$ cat src/rtl/toggle_period_meter_if.sv
// toggle_period_meter_if: signal bundle between a toggling input source and the period meter.
interface toggle_period_meter_if #(parameter int WIDTH = 16);
    logic             sig_in;
    logic             sig_level;
    logic [WIDTH-1:0] half_period;
    logic             meas_valid;
    logic             locked;
    logic             stalled;
    modport master (output sig_in, input sig_level, half_period, meas_valid, locked, stalled);
    modport slave  (input sig_in, output sig_level, half_period, meas_valid, locked, stalled);
endinterface

$ cat src/rtl/toggle_period_meter.sv
// toggle_period_meter: measures clk cycles between edges of a slow toggling input and flags lock/stall.
module toggle_period_meter #(
    parameter int WIDTH    = 16,
    parameter int EXPECTED = 750,
    parameter int TOL      = 2,
    parameter int LOCK_N   = 4,
    parameter int TIMEOUT  = 4000
) (
    input logic                  clk,
    input logic                  rst,
    toggle_period_meter_if.slave bus
);
    localparam logic [WIDTH:0]   LO   = (WIDTH+1)'(EXPECTED >= TOL ? EXPECTED - TOL : 0);
    localparam logic [WIDTH:0]   HI   = (WIDTH+1)'(EXPECTED + TOL);
    localparam logic [WIDTH-1:0] CMAX = '1;
    localparam logic [WIDTH-1:0] TMO  = WIDTH'(TIMEOUT);
    localparam int               MW   = $clog2(LOCK_N + 1);
    localparam logic [MW-1:0]    LN   = MW'(LOCK_N);

    typedef enum logic [1:0] {IDLE, MEASURE, STALL} state_t;

    state_t           state, state_n;
    logic             s1, s2, dly, edg, report, stall_go, match;
    logic [WIDTH-1:0] cnt;
    logic [MW-1:0]    mcnt, mcnt_inc;

    assign edg           = s2 ^ dly;
    assign bus.sig_level = s2;
    // Extra top bit keeps the tolerance window from wrapping near the counter limit.
    assign match         = ({1'b0, cnt} >= LO) && ({1'b0, cnt} <= HI);
    assign mcnt_inc      = (mcnt == LN) ? mcnt : mcnt + 1'b1;

    always_ff @(posedge clk)
        state <= rst ? IDLE : state_n;

    always_comb begin
        state_n  = state;
        report   = 1'b0;
        stall_go = 1'b0;
        case (state)
            IDLE:    state_n = edg ? MEASURE : IDLE;
            MEASURE: begin
                report   = edg;
                stall_go = !edg && (cnt == TMO);
                state_n  = stall_go ? STALL : MEASURE;
            end
            STALL:   state_n = edg ? MEASURE : STALL;
            default: state_n = IDLE;
        endcase
    end

    always_ff @(posedge clk) begin
        if (rst) begin
            s1              <= 1'b0;
            s2              <= 1'b0;
            dly             <= 1'b0;
            cnt             <= '0;
            mcnt            <= '0;
            bus.half_period <= '0;
            bus.meas_valid  <= 1'b0;
            bus.locked      <= 1'b0;
            bus.stalled     <= 1'b0;
        end else begin
            s1             <= bus.sig_in;
            s2             <= s1;
            dly            <= s2;
            cnt            <= edg ? WIDTH'(1) : (cnt == CMAX ? cnt : cnt + 1'b1);
            bus.meas_valid <= report;
            bus.stalled    <= (state_n == STALL);
            if (report) begin
                bus.half_period <= cnt;
                mcnt            <= match ? mcnt_inc : '0;
                bus.locked      <= match && (mcnt_inc == LN);
            end else if (stall_go) begin
                mcnt       <= '0;
                bus.locked <= 1'b0;
            end
        end
    end
endmodule
$ cat src/flat_wrapper.sv
// flat-port wrapper written by rule: the top's interface ports become plain ports
module toggle_period_meter_flat 
#(
    parameter int WIDTH    = 16,
    parameter int EXPECTED = 750,
    parameter int TOL      = 2,
    parameter int LOCK_N   = 4,
    parameter int TIMEOUT  = 4000
)
  (clk, rst, bus_sig_in, bus_sig_level, bus_half_period, bus_meas_valid, bus_locked, bus_stalled);
  toggle_period_meter_if #(.WIDTH(WIDTH)) bus_i ();
  input logic clk;
  input logic rst;
  input wire logic [$bits(bus_i.sig_in)-1:0] bus_sig_in;
  output wire logic [$bits(bus_i.sig_level)-1:0] bus_sig_level;
  output wire logic [$bits(bus_i.half_period)-1:0] bus_half_period;
  output wire logic [$bits(bus_i.meas_valid)-1:0] bus_meas_valid;
  output wire logic [$bits(bus_i.locked)-1:0] bus_locked;
  output wire logic [$bits(bus_i.stalled)-1:0] bus_stalled;
  assign bus_i.sig_in = bus_sig_in;
  assign bus_sig_level = bus_i.sig_level;
  assign bus_half_period = bus_i.half_period;
  assign bus_meas_valid = bus_i.meas_valid;
  assign bus_locked = bus_i.locked;
  assign bus_stalled = bus_i.stalled;
  toggle_period_meter #(.WIDTH(WIDTH), .EXPECTED(EXPECTED), .TOL(TOL), .LOCK_N(LOCK_N), .TIMEOUT(TIMEOUT)) u_core (.clk(clk), .rst(rst), .bus(bus_i));
endmodule
$ cat config.mk
export PLATFORM = sky130hd
export DESIGN_NAME = toggle_period_meter_flat
export DESIGN_NICKNAME = d
export VERILOG_FILES = /design/src/rtl/toggle_period_meter_if.sv /design/src/rtl/toggle_period_meter.sv /design/src/flat_wrapper.sv
export SDC_FILE = /design/constraint.sdc
export NUM_CORES = 1
export LEC_CHECK = 0
export BUFFER_PORTS_ARGS = -buffer_cell sky130_fd_sc_hd__buf_2
export CAP_MARGIN = 15
export CORE_AREA = 2 2 62 64
export DETAILED_ROUTE_END_ITERATION = 7
export DIE_AREA = 0 0 64 66
export HOLD_SLACK_MARGIN = 0.03
export PLACE_DENSITY_LB_ADDON = 0.12
export SETUP_SLACK_MARGIN = 0.5
export SYNTH_ARGS = -nofsm -noshare
export SYNTH_HDL_FRONTEND = slang
export SYNTH_SLANG_ARGS = --single-unit
$ cat constraint.sdc
create_clock -name clk -period 2.1 [get_ports clk]
set_input_delay 0.42 -clock clk [delete_from_list [all_inputs] [get_ports clk]]
set_output_delay 0.42 -clock clk [all_outputs]
set_load 0.01 [all_outputs]
# Word level (Yosys, flattened, before mapping)
# Cells that the tools add are included.
# op_classes
add_sub_neg	2
n_lt_le_gt_ge	2
n_eq_ne	8
muxes	14
n_bitwise	1
reduce_logical	7
# ops
operator	n
16-bit by 1-bit adder with 16-bit output, second input constant	1
16-bit by 12-bit equality test with 1-bit output, second input constant	1
16-bit equality test, second input constant	1
16-bit by 10-bit >= comparator with 1-bit output, second input constant	1
16-bit by 10-bit less-or-equal comparator with 1-bit output, second input constant	1
3-bit two-way mux	4
1-bit two-way mux	7
3-bit equality test, second input constant	2
2-bit case mux with 3 select lines	1
2-bit equality test, second input constant	2
2-bit two-way mux	2
3-bit by 1-bit adder with 3-bit output, second input constant	1
1-bit logical AND	3
2-bit by 1-bit equality test with 1-bit output, second input constant	1
2-bit logical NOT	1
2-bit by 1-bit != test with 1-bit output, second input constant	1
2-bit nonzero test	1
2-bit OR reduction	1
1-bit logical NOT	1
1-bit bitwise XOR	1
# totals
ff_bits	43
input_bits	3
output_inout_bits	20
wordCells	45

# Depth between registers and ports, before layout
# Gate-level depths: netlist of run 1.
# depth
ltp_word	6
depth_mapped	7
ltp_nobuf	7

# Least setup slack after synthesis of run 1
# OpenSTA, ideal clock, no wires.
# synth_path
path_kind	register -> register
start	register u_core.cnt[13]
end	register u_core.bus.locked
setup_ps	70
arrival_time_ps	1764
required_time_ps	2030
slack_ps	266
stages_incl_launch_ff	7
n_path_buf	1
synth_period_minus_slack_ps	1834
path_cell_list	dfxtp_1 -> buf_6 -> nand4bb_4 -> or3_4 -> a2111o_1 -> or3_1 -> a21oi_1
# synth_between
elab_chain_cells	4
word_cells_on_any_way	9
cone_classes	order compare: 2; eq/ne: 1; mux: 2; reduce/logical: 4
# synth_rtl
item	line	text
start, declared	toggle_period_meter.sv:24	logic [WIDTH-1:0] cnt;
start signal, assigned	toggle_period_meter.sv:67	cnt <= edg ? WIDTH'(1) : (cnt == CMAX ? cnt : cnt + 1'b1);
16-bit by 10-bit >= comparator with 1-bit output (tied with other cells)	toggle_period_meter.sv:30	assign match = ({1'b0, cnt} >= LO) && ({1'b0, cnt} <= HI);
1-bit logical AND (on tied branches)	toggle_period_meter.sv:30, toggle_period_meter.sv:44	
1-bit logical AND / 1-bit two-way mux (equally long branches)	toggle_period_meter.sv:73, toggle_period_meter.sv:40	
1-bit two-way mux / 2-bit nonzero test (equally long branches)	-	
end signal, assigned	toggle_period_meter.sv:73	bus.locked <= match && (mcnt_inc == LN);
end, declared	toggle_period_meter_if.sv:10	modport slave (input sig_in, output sig_level, half_period, meas_valid, locked, stalled);
# Several ways; a longest one is shown, not always the timed one.
# A chain may end at the register's enable or synchronous reset.

# Final worst setup path of run 1
# layout_path
start	register u_core.cnt[9]
end	register u_core.bus.locked
# The elaborated chain is that of the path after synthesis.

==> flow_metrics.env, run 1 <==
export IMPL_cts_tree="done"
export IMPL_ys_seq_elements=43
export IMPL_port_buffers=22
export IMPL_start_util_pct=53.59
export IMPL_drc=0
export IMPL_p_comb_share_pct=6.8
export IMPL_grt_pass1_vias=1554
export IMPL_path_clk_slew_ns=0.12
export IMPL_crit_type="reg -> reg"
export IMPL_end_kind="flip-flop"
export IMPL_n_antenna_cell=0
export IMPL_syn_avg_cell_area_um2=8.310
export IMPL_die_area_um2=4224
export IMPL_fillCellCount=282
export IMPL_cp_slowest_cell="a2111o_1"
export IMPL_grt_pass1_wl_mm=7.182
export IMPL_tightestPinTransition_ns=0.3402
export IMPL_final_area_um2=2412
export IMPL_globalRouteOverflowTotal=0
export IMPL_area_growth_pct=26.76
export IMPL_r2r_slack_ns=0.34
export IMPL_critical_path_max_stage_delay_ns=0.47
export IMPL_boundaryPins=23
export IMPL_reg2reg_to="u_core.bus.locked$_SDFFE_PP0P_"
export IMPL_cts_root_buf="clkbuf_4"
export IMPL_dp_cells=301
export IMPL_switching_share_pct=23.08
export IMPL_synth_cells=229
export IMPL_drv_slew=0
export IMPL_relSlewSlack_pct=77.15
export IMPL_syn_nets=236
export IMPL_cap_violations=0
export IMPL_ctsHtreeMaxLevel=2
export IMPL_drtIter0Drc=94
export IMPL_path_cells="nand2_2 > nand4b_1 > a2111o_1 > or3_1 > a21oi_1"
export IMPL_timing_final_crit_share_pct=83.82
export IMPL_fp_dieW_um=64
export IMPL_drt_wl_total_mm=4.467
export IMPL_powerDensity_nw_per_um2=549.0
export IMPL_synthesis_area_um2=1903
export IMPL_final_core_utilization_pct=67.94
export IMPL_required_ns=2.39
export IMPL_rr_startpoint="u_core.cnt[9]$_SDFFE_PP0P_"
export IMPL_clkPwrFrac_pct=30.2
export IMPL_hold_class="in -> reg"
export IMPL_ff2ff_path_depth=5
export IMPL_gp_congestion=0.8086
export IMPL_path_delay_family="simple AND/OR/NAND/NOR gates"
export IMPL_fin_setup_tns_ns=0
export IMPL_skew_ns=0.009769
export IMPL_ant_nets=0
export IMPL_grtUsageTotal_pct=21.86
export IMPL_multi_input_area_um2=1085
export IMPL_endpoint="u_core.bus.locked$_SDFFE_PP0P_"
export IMPL_finalSetupViolations=0
export IMPL_vias=1762
export IMPL_nets=280
export IMPL_p_leak_nw=0.9376
export IMPL_cts_sinks=43
export IMPL_status="finished, final reports clean"
export IMPL_rsz0062_at_grt="true"
export IMPL_hold_violations=0
export IMPL_rows=22
export IMPL_grt_max_degree=17
export IMPL_worst_path_buf_inv=0
export IMPL_synth_distinct_cells=41
export IMPL_internal_power_w=0.001019
export IMPL_antenna_found_initial=0
export IMPL_cts_buffer_depth=2
export IMPL_seqPwrFrac_pct=63.0
export IMPL_fp_dieH_um=66
export IMPL_core_um2=3551
export IMPL_avgViaCountPerCell=5.489
export IMPL_layoutNonFillerInstCount=321
export IMPL_post_dp_cell_area_um2=2143
export IMPL_holdPathStages=2
export IMPL_cp_start_kind="flip-flop"
export IMPL_critical_path_max_fanout=6
export IMPL_seq_area_um2=879.6
export IMPL_dp_slack_ns=0.1455
export IMPL_dp_hpwl_mm=2.994
export IMPL_worst_slack_ns=0.3397
export IMPL_cp_data_arrival_time_ns=2.05
export IMPL_seq_area_frac_synth_pct=45.23
export IMPL_clkLatencyLatePin_ns=0.34
export IMPL_vdd_drop_max_v=0.0003871
export IMPL_p_switching_w=0.0003057
export IMPL_wire_per_inst_um=13.92
export IMPL_cts_buffers=5
export IMPL_drive_above_1_share_pct=33.33
export IMPL_cp_depth=5
export IMPL_critPathLaunch="u_core.cnt[9]$_SDFFE_PP0P_"
export IMPL_dr_pass1_iters=4
export IMPL_fin_crit_ns=1.760
export IMPL_yosysWarnings=0
export IMPL_max_freq_ghz=0.5681
-- state kept, by name (all words and copies together) (netlist names) --
| name | flops |
|---|---|
| u_core.mcnt | 3 |
| u_core.cnt | 16 |
| u_core.bus.locked | 1 |
| u_core.bus.stalled | 1 |
| u_core.s1 | 1 |
| u_core.state | 2 |
| u_core.bus.sig_level | 1 |
| u_core.dly | 1 |
| u_core.bus.half_period | 16 |
| u_core.bus.meas_valid | 1 |
-- final cells by class --
| type | instances | area share (%) |
|---|---|---|
| inverter | 5 | 0.7780 |
| timing repair buffer | 49 | 12.97 |
| multi-input combinational | 169 | 44.97 |
| sequential | 43 | 36.46 |
| tap | 48 | 2.490 |
| clock buffer | 6 | 2.127 |
| clock inverter | 1 | 0.2075 |
-- per-stage QoR --
step	hold slack (ns)	total power (W)
finish	0.2848	0.001324
global route	0.2742	0.001394
CTS	0.2828	0.001329
detailed placement	0.4382	0.0009158
global placement	0.4238	0.0009151
floorplan	0.4138	0.0008923
-- power by group through the flow --
stage                logic, W  registers, W  clock network (W)
floorplan           0.0000421      0.000850                  0
global placement    0.0000627      0.000852                  0
detailed placement  0.0000629      0.000853                  0
CTS                 0.0000831      0.000834           0.000412
global route         0.000101      0.000837           0.000457
finish              0.0000900      0.000835           0.000400
-- routing by layer --
layer,track usage [%],wire [µm]
met1,28.31,2032
met2,35.29,2166
met3,5.451,173
met4,7.880,95
met5,0,0
-- how the worst min path moves through the flow --
stage,to,start
finish,u_core.s1$_SDFF_PP0_,bus_sig_in
global route,u_core.s1$_SDFF_PP0_,bus_sig_in
CTS,u_core.s1$_SDFF_PP0_,bus_sig_in
detailed placement,u_core.bus.sig_level$_SDFF_PP0_,u_core.s1$_SDFF_PP0_
global placement,u_core.bus.sig_level$_SDFF_PP0_,u_core.s1$_SDFF_PP0_
floorplan,u_core.bus.sig_level$_SDFF_PP0_,u_core.s1$_SDFF_PP0_
-- cell usage after synthesis --
| master | number | area, µm² |
|---|---|---|
| nand2_1 | 44 | 165.2 |
| dfxtp_1 | 43 | 860.8 |
| a21oi_1 | 31 | 155.2 |
| nor2_1 | 20 | 75.07 |
| clkbuf_1 | 9 | 33.78 |
| xnor2_1 | 9 | 78.83 |
| nand3_1 | 8 | 40.04 |
| nand4_1 | 7 | 43.79 |
| nor2b_1 | 6 | 37.54 |
| inv_1 | 5 | 18.77 |
| a31oi_1 | 4 | 25.02 |
| ha_1 | 4 | 50.05 |
| nor3_1 | 4 | 20.02 |
| o21ai_0 | 3 | 15.01 |
| a211oi_1 | 2 | 15.01 |
| and2_1 | 2 | 12.51 |
| and4_1 | 2 | 17.52 |
| buf_2 | 2 | 10.01 |
| or3_1 | 2 | 12.51 |
| a2111o_1 | 1 | 11.26 |
| a2111oi_2 | 1 | 15.01 |
| a221oi_1 | 1 | 8.760 |
| a22oi_1 | 1 | 7.510 |
| a31o_1 | 1 | 8.760 |
| and3_1 | 1 | 6.260 |
| buf_6 | 1 | 11.26 |
| mux2_2 | 1 | 11.26 |
| mux2i_1 | 1 | 10.01 |
| nand2b_1 | 1 | 6.260 |
| nand3b_1 | 1 | 7.510 |
| nand4b_1 | 1 | 8.760 |
| nand4bb_4 | 1 | 27.53 |
| nor3b_1 | 1 | 7.510 |
| nor4_1 | 1 | 6.260 |
| nor4_2 | 1 | 12.51 |
| nor4b_1 | 1 | 8.760 |
| o21ai_1 | 1 | 5.000 |
| or3_4 | 1 | 11.26 |
| or3b_1 | 1 | 8.760 |
| or4_1 | 1 | 7.510 |
| xor2_1 | 1 | 8.760 |
-- placed cells by master (no fill, tap or decap), drive strengths merged, types with 6 or more instances in the layout --
master	n
buf	49
dfxtp	43
nand2	44
xnor2	9
nand3	8
nand4	7
a21oi	31
clkbuf	6
nor2	20
nor2b	6
-- worst register-to-register path, stage by stage, from the launching register on --
cell      delay, ns
dfxtp_1        0.40
nand2_2        0.19
nand4b_1       0.19
a2111o_1       0.47
or3_1          0.35
a21oi_1        0.11
-- cell families after synthesis --
logic type,synth area share (%)
and+or+nand+nor,28.54
AOI/OAI and AO/OA,14.00
DFF,45.23
buffers and inverters,3.879
xor gates and xnor gates,4.603
adders and majority gates,2.630
muxes,1.118
-- repair_timing --
| action | 4_1_cts | 5_1_grt |
|---|---|---|
| hold buffers | 0 | 0 |
| pin swaps | 11 | 7 |
| setup endpoints to repair | 20 | 18 |
| gates resized for setup | 19 | 16 |
| buffers inserted | 7 | 6 |
Note: power is estimated with default switching activity, not from simulation.
==> inputs of run 2 (changes only) <==
==> constraint.sdc (replaced) <==
create_clock -name clk -period 1.7 [get_ports clk]
set_input_delay 0.34 -clock clk [delete_from_list [all_inputs] [get_ports clk]]
set_output_delay 0.34 -clock clk [all_outputs]
set_load 0.01 [all_outputs]
==> run 2 against run 1 <==
  * Design area rose by 21%
  * Die area did not move
  * Clock skew fell by 0.0017 ns
  * Critical path type unchanged
  * Sequential power rose by 22%
  * Routed wire length rose by 32%
  * Cell count rose by 9.0%
  * The flow now finishes with violations (setup timing)
  * Critical endpoint unchanged
==> flow_metrics.env, run 2 (same netlist as run 1, synthesis figures left out) <==
export IMPL_nets=308
export IMPL_violations="setup timing"
export IMPL_status="finished, violations left"
export IMPL_n_antenna_cell=0
export IMPL_ctsHtreeMaxLevel=2
export IMPL_seqPwrFrac_pct=57.0
export IMPL_timing_final_crit_share_pct=110.4
export IMPL_dp_slack_ns=-0.1975
export IMPL_critical_path_max_fanout=2
export IMPL_required_ns=2.00
export IMPL_start_util_pct=53.59
export IMPL_fillCellCount=209
export IMPL_p_leak_nw=1.163
export IMPL_internal_power_w=0.001383
export IMPL_p_comb_share_pct=7.0
export IMPL_cts_buffer_depth=2
export IMPL_drive_above_1_share_pct=49.01
export IMPL_vias=1996
export IMPL_relSlewSlack_pct=68.18
export IMPL_core_um2=3551
export IMPL_max_freq_ghz=0.5328
export IMPL_finalSetupViolations=7
export IMPL_grt_max_degree=18
export IMPL_final_cell_mix="40 x nand2_1, 39 x buf_4, 27 x dfxtp_2, 25 x a21oi_1, 23 x buf_6"
export IMPL_drc=0
export IMPL_seq_area_um2=913.4
export IMPL_cts_tree="done"
export IMPL_tightestPinTransition_ns=0.4761
export IMPL_die_area_um2=4224
export IMPL_vdd_drop_max_v=0.0005152
export IMPL_total_power_w=0.001798
export IMPL_cts_root_buf="clkbuf_4"
export IMPL_clkLatencyLatePin_ns=0.37
export IMPL_dp_hpwl_mm=3.288
export IMPL_drt_wl_total_mm=5.916
export IMPL_dr_pass1_iters=4
export IMPL_cp_data_arrival_time_ns=2.18
export IMPL_reg_top3="u_core.bus.half_period (16), u_core.cnt (16), u_core.mcnt (3)"
export IMPL_drv_slew=0
export IMPL_drtIter0Drc=134
export IMPL_clkPwrFrac_pct=36.0
export IMPL_cap_violations=0
export IMPL_crit_type="reg -> reg"
export IMPL_switching_share_pct=23.06
export IMPL_grtUsageTotal_pct=27.41
export IMPL_path_clk_slew_ns=0.13
export IMPL_fp_dieW_um=64
export IMPL_multi_input_area_um2=1206
export IMPL_hold_violations=0
export IMPL_boundaryPins=23
export IMPL_antenna_found_initial=0
export IMPL_cts_sinks=43
export IMPL_wire_per_inst_um=16.90
export IMPL_layout_commonest_cell="nand2_1"
export IMPL_fin_crit_ns=1.877
export IMPL_port_buffers=22
export IMPL_p_switching_w=0.0004146
export IMPL_skew_ns=0.008112
export IMPL_rows=22
export IMPL_powerDensity_nw_per_um2=617.7
export IMPL_cts_buffers=5
export IMPL_avgViaCountPerCell=5.703
export IMPL_cts_hold_buf=0
export IMPL_cp_start_kind="flip-flop"
export IMPL_globalRouteOverflowTotal=0
export IMPL_rsz0062_at_grt="true"
export IMPL_area_growth_pct=52.93
export IMPL_grt_pass1_vias=1853
export IMPL_ant_nets=0
export IMPL_gp_congestion=0.8716
export IMPL_end_kind="flip-flop"
export IMPL_grt_pass1_wl_mm=8.742
export IMPL_fp_dieH_um=66
export IMPL_worst_slack_ns=-0.1767
export IMPL_hold_class="in -> reg"
-- run 2: cell types whose count changed in the layout (fill, tap and decap cells not counted), moves of 4 or more --
cell | previous run | this run
a21oi_1 | 30 | 25
a21oi_4 | 0 | 5
dfxtp_2 | 12 | 27
dfxtp_1 | 30 | 11
buf_4 | 27 | 39
buf_2 | 22 | 14
buf_6 | 0 | 23
dfxtp_4 | 1 | 5
-- run 2: metrics by stage --
step	cell area [µm²]	util [%]	hold slack, ns	setup TNS, ns	cells
after floorplan	2038	-	0.4124	-0.2716	229
after global placement	2389	67.27	0.4347	-0.4104	324
after detailed placement	2389	67.27	0.4346	-0.8052	324
after CTS	2725	76.74	0.1814	-0.3861	344
after global routing	2910	81.96	0.1911	-0.9989	350
final	2910	81.96	0.1778	-0.5476	350
-- run 2: final timing paths --
check                               from                              end  slack [ns]  cells after the start
max          u_core.cnt[13]$_SDFFE_PP0P_   u_core.bus.locked$_SDFFE_PP0P_       -0.18                      5
min                           bus_sig_in             u_core.s1$_SDFF_PP0_        0.18                      2
max reg2reg  u_core.cnt[13]$_SDFFE_PP0P_   u_core.bus.locked$_SDFFE_PP0P_       -0.18                      5
min reg2reg         u_core.s1$_SDFF_PP0_  u_core.bus.sig_level$_SDFF_PP0_        0.45                      1
-- run 2: critical path, stage by stage (launching register included) --
cell	delay, ns
dfxtp_2	0.36
nand4bb_4	0.25
or3_4	0.38
a2111o_1	0.34
or3_1	0.35
a21oi_1	0.14
-- run 2: layout make-up --
cell class	instances	share of cell area (%)
multi-input cells	169	41.44
inverters	5	0.6449
clock inverters	1	1.032
clock buffers	7	1.548
repair buffers	77	21.88
well taps	48	2.064
flip-flops and latches	43	31.38
-- run 2: timing repair --
action	4_1_cts	5_1_grt
setup buffers	12	6
pin swaps	14	12
setup endpoints to repair	41	55
resized for setup	45	38
-- run 2: per-layer routing --
metal | vias up | share of wire [%] | GRT usage [%]
li1 | 935 | - | -
met1 | 953 | 39 | 31.61
met2 | 76 | 51 | 49.09
met3 | 32 | 5.3 | 4.940
met4 | 0 | 4.0 | 12.77
met5 | - | 0 | 0
-- run 2: power by group through the flow --
| stage | logic, W | registers [W] | clock network (W) |
|---|---|---|---|
| finish | 0.000126 | 0.00102 | 0.000647 |
| global route | 0.000135 | 0.00103 | 0.000688 |
| CTS | 0.000110 | 0.00103 | 0.000648 |
| detailed placement | 0.000100 | 0.00105 | 0 |
| global placement | 0.0000989 | 0.00105 | 0 |
| floorplan | 0.0000593 | 0.00105 | 0 |
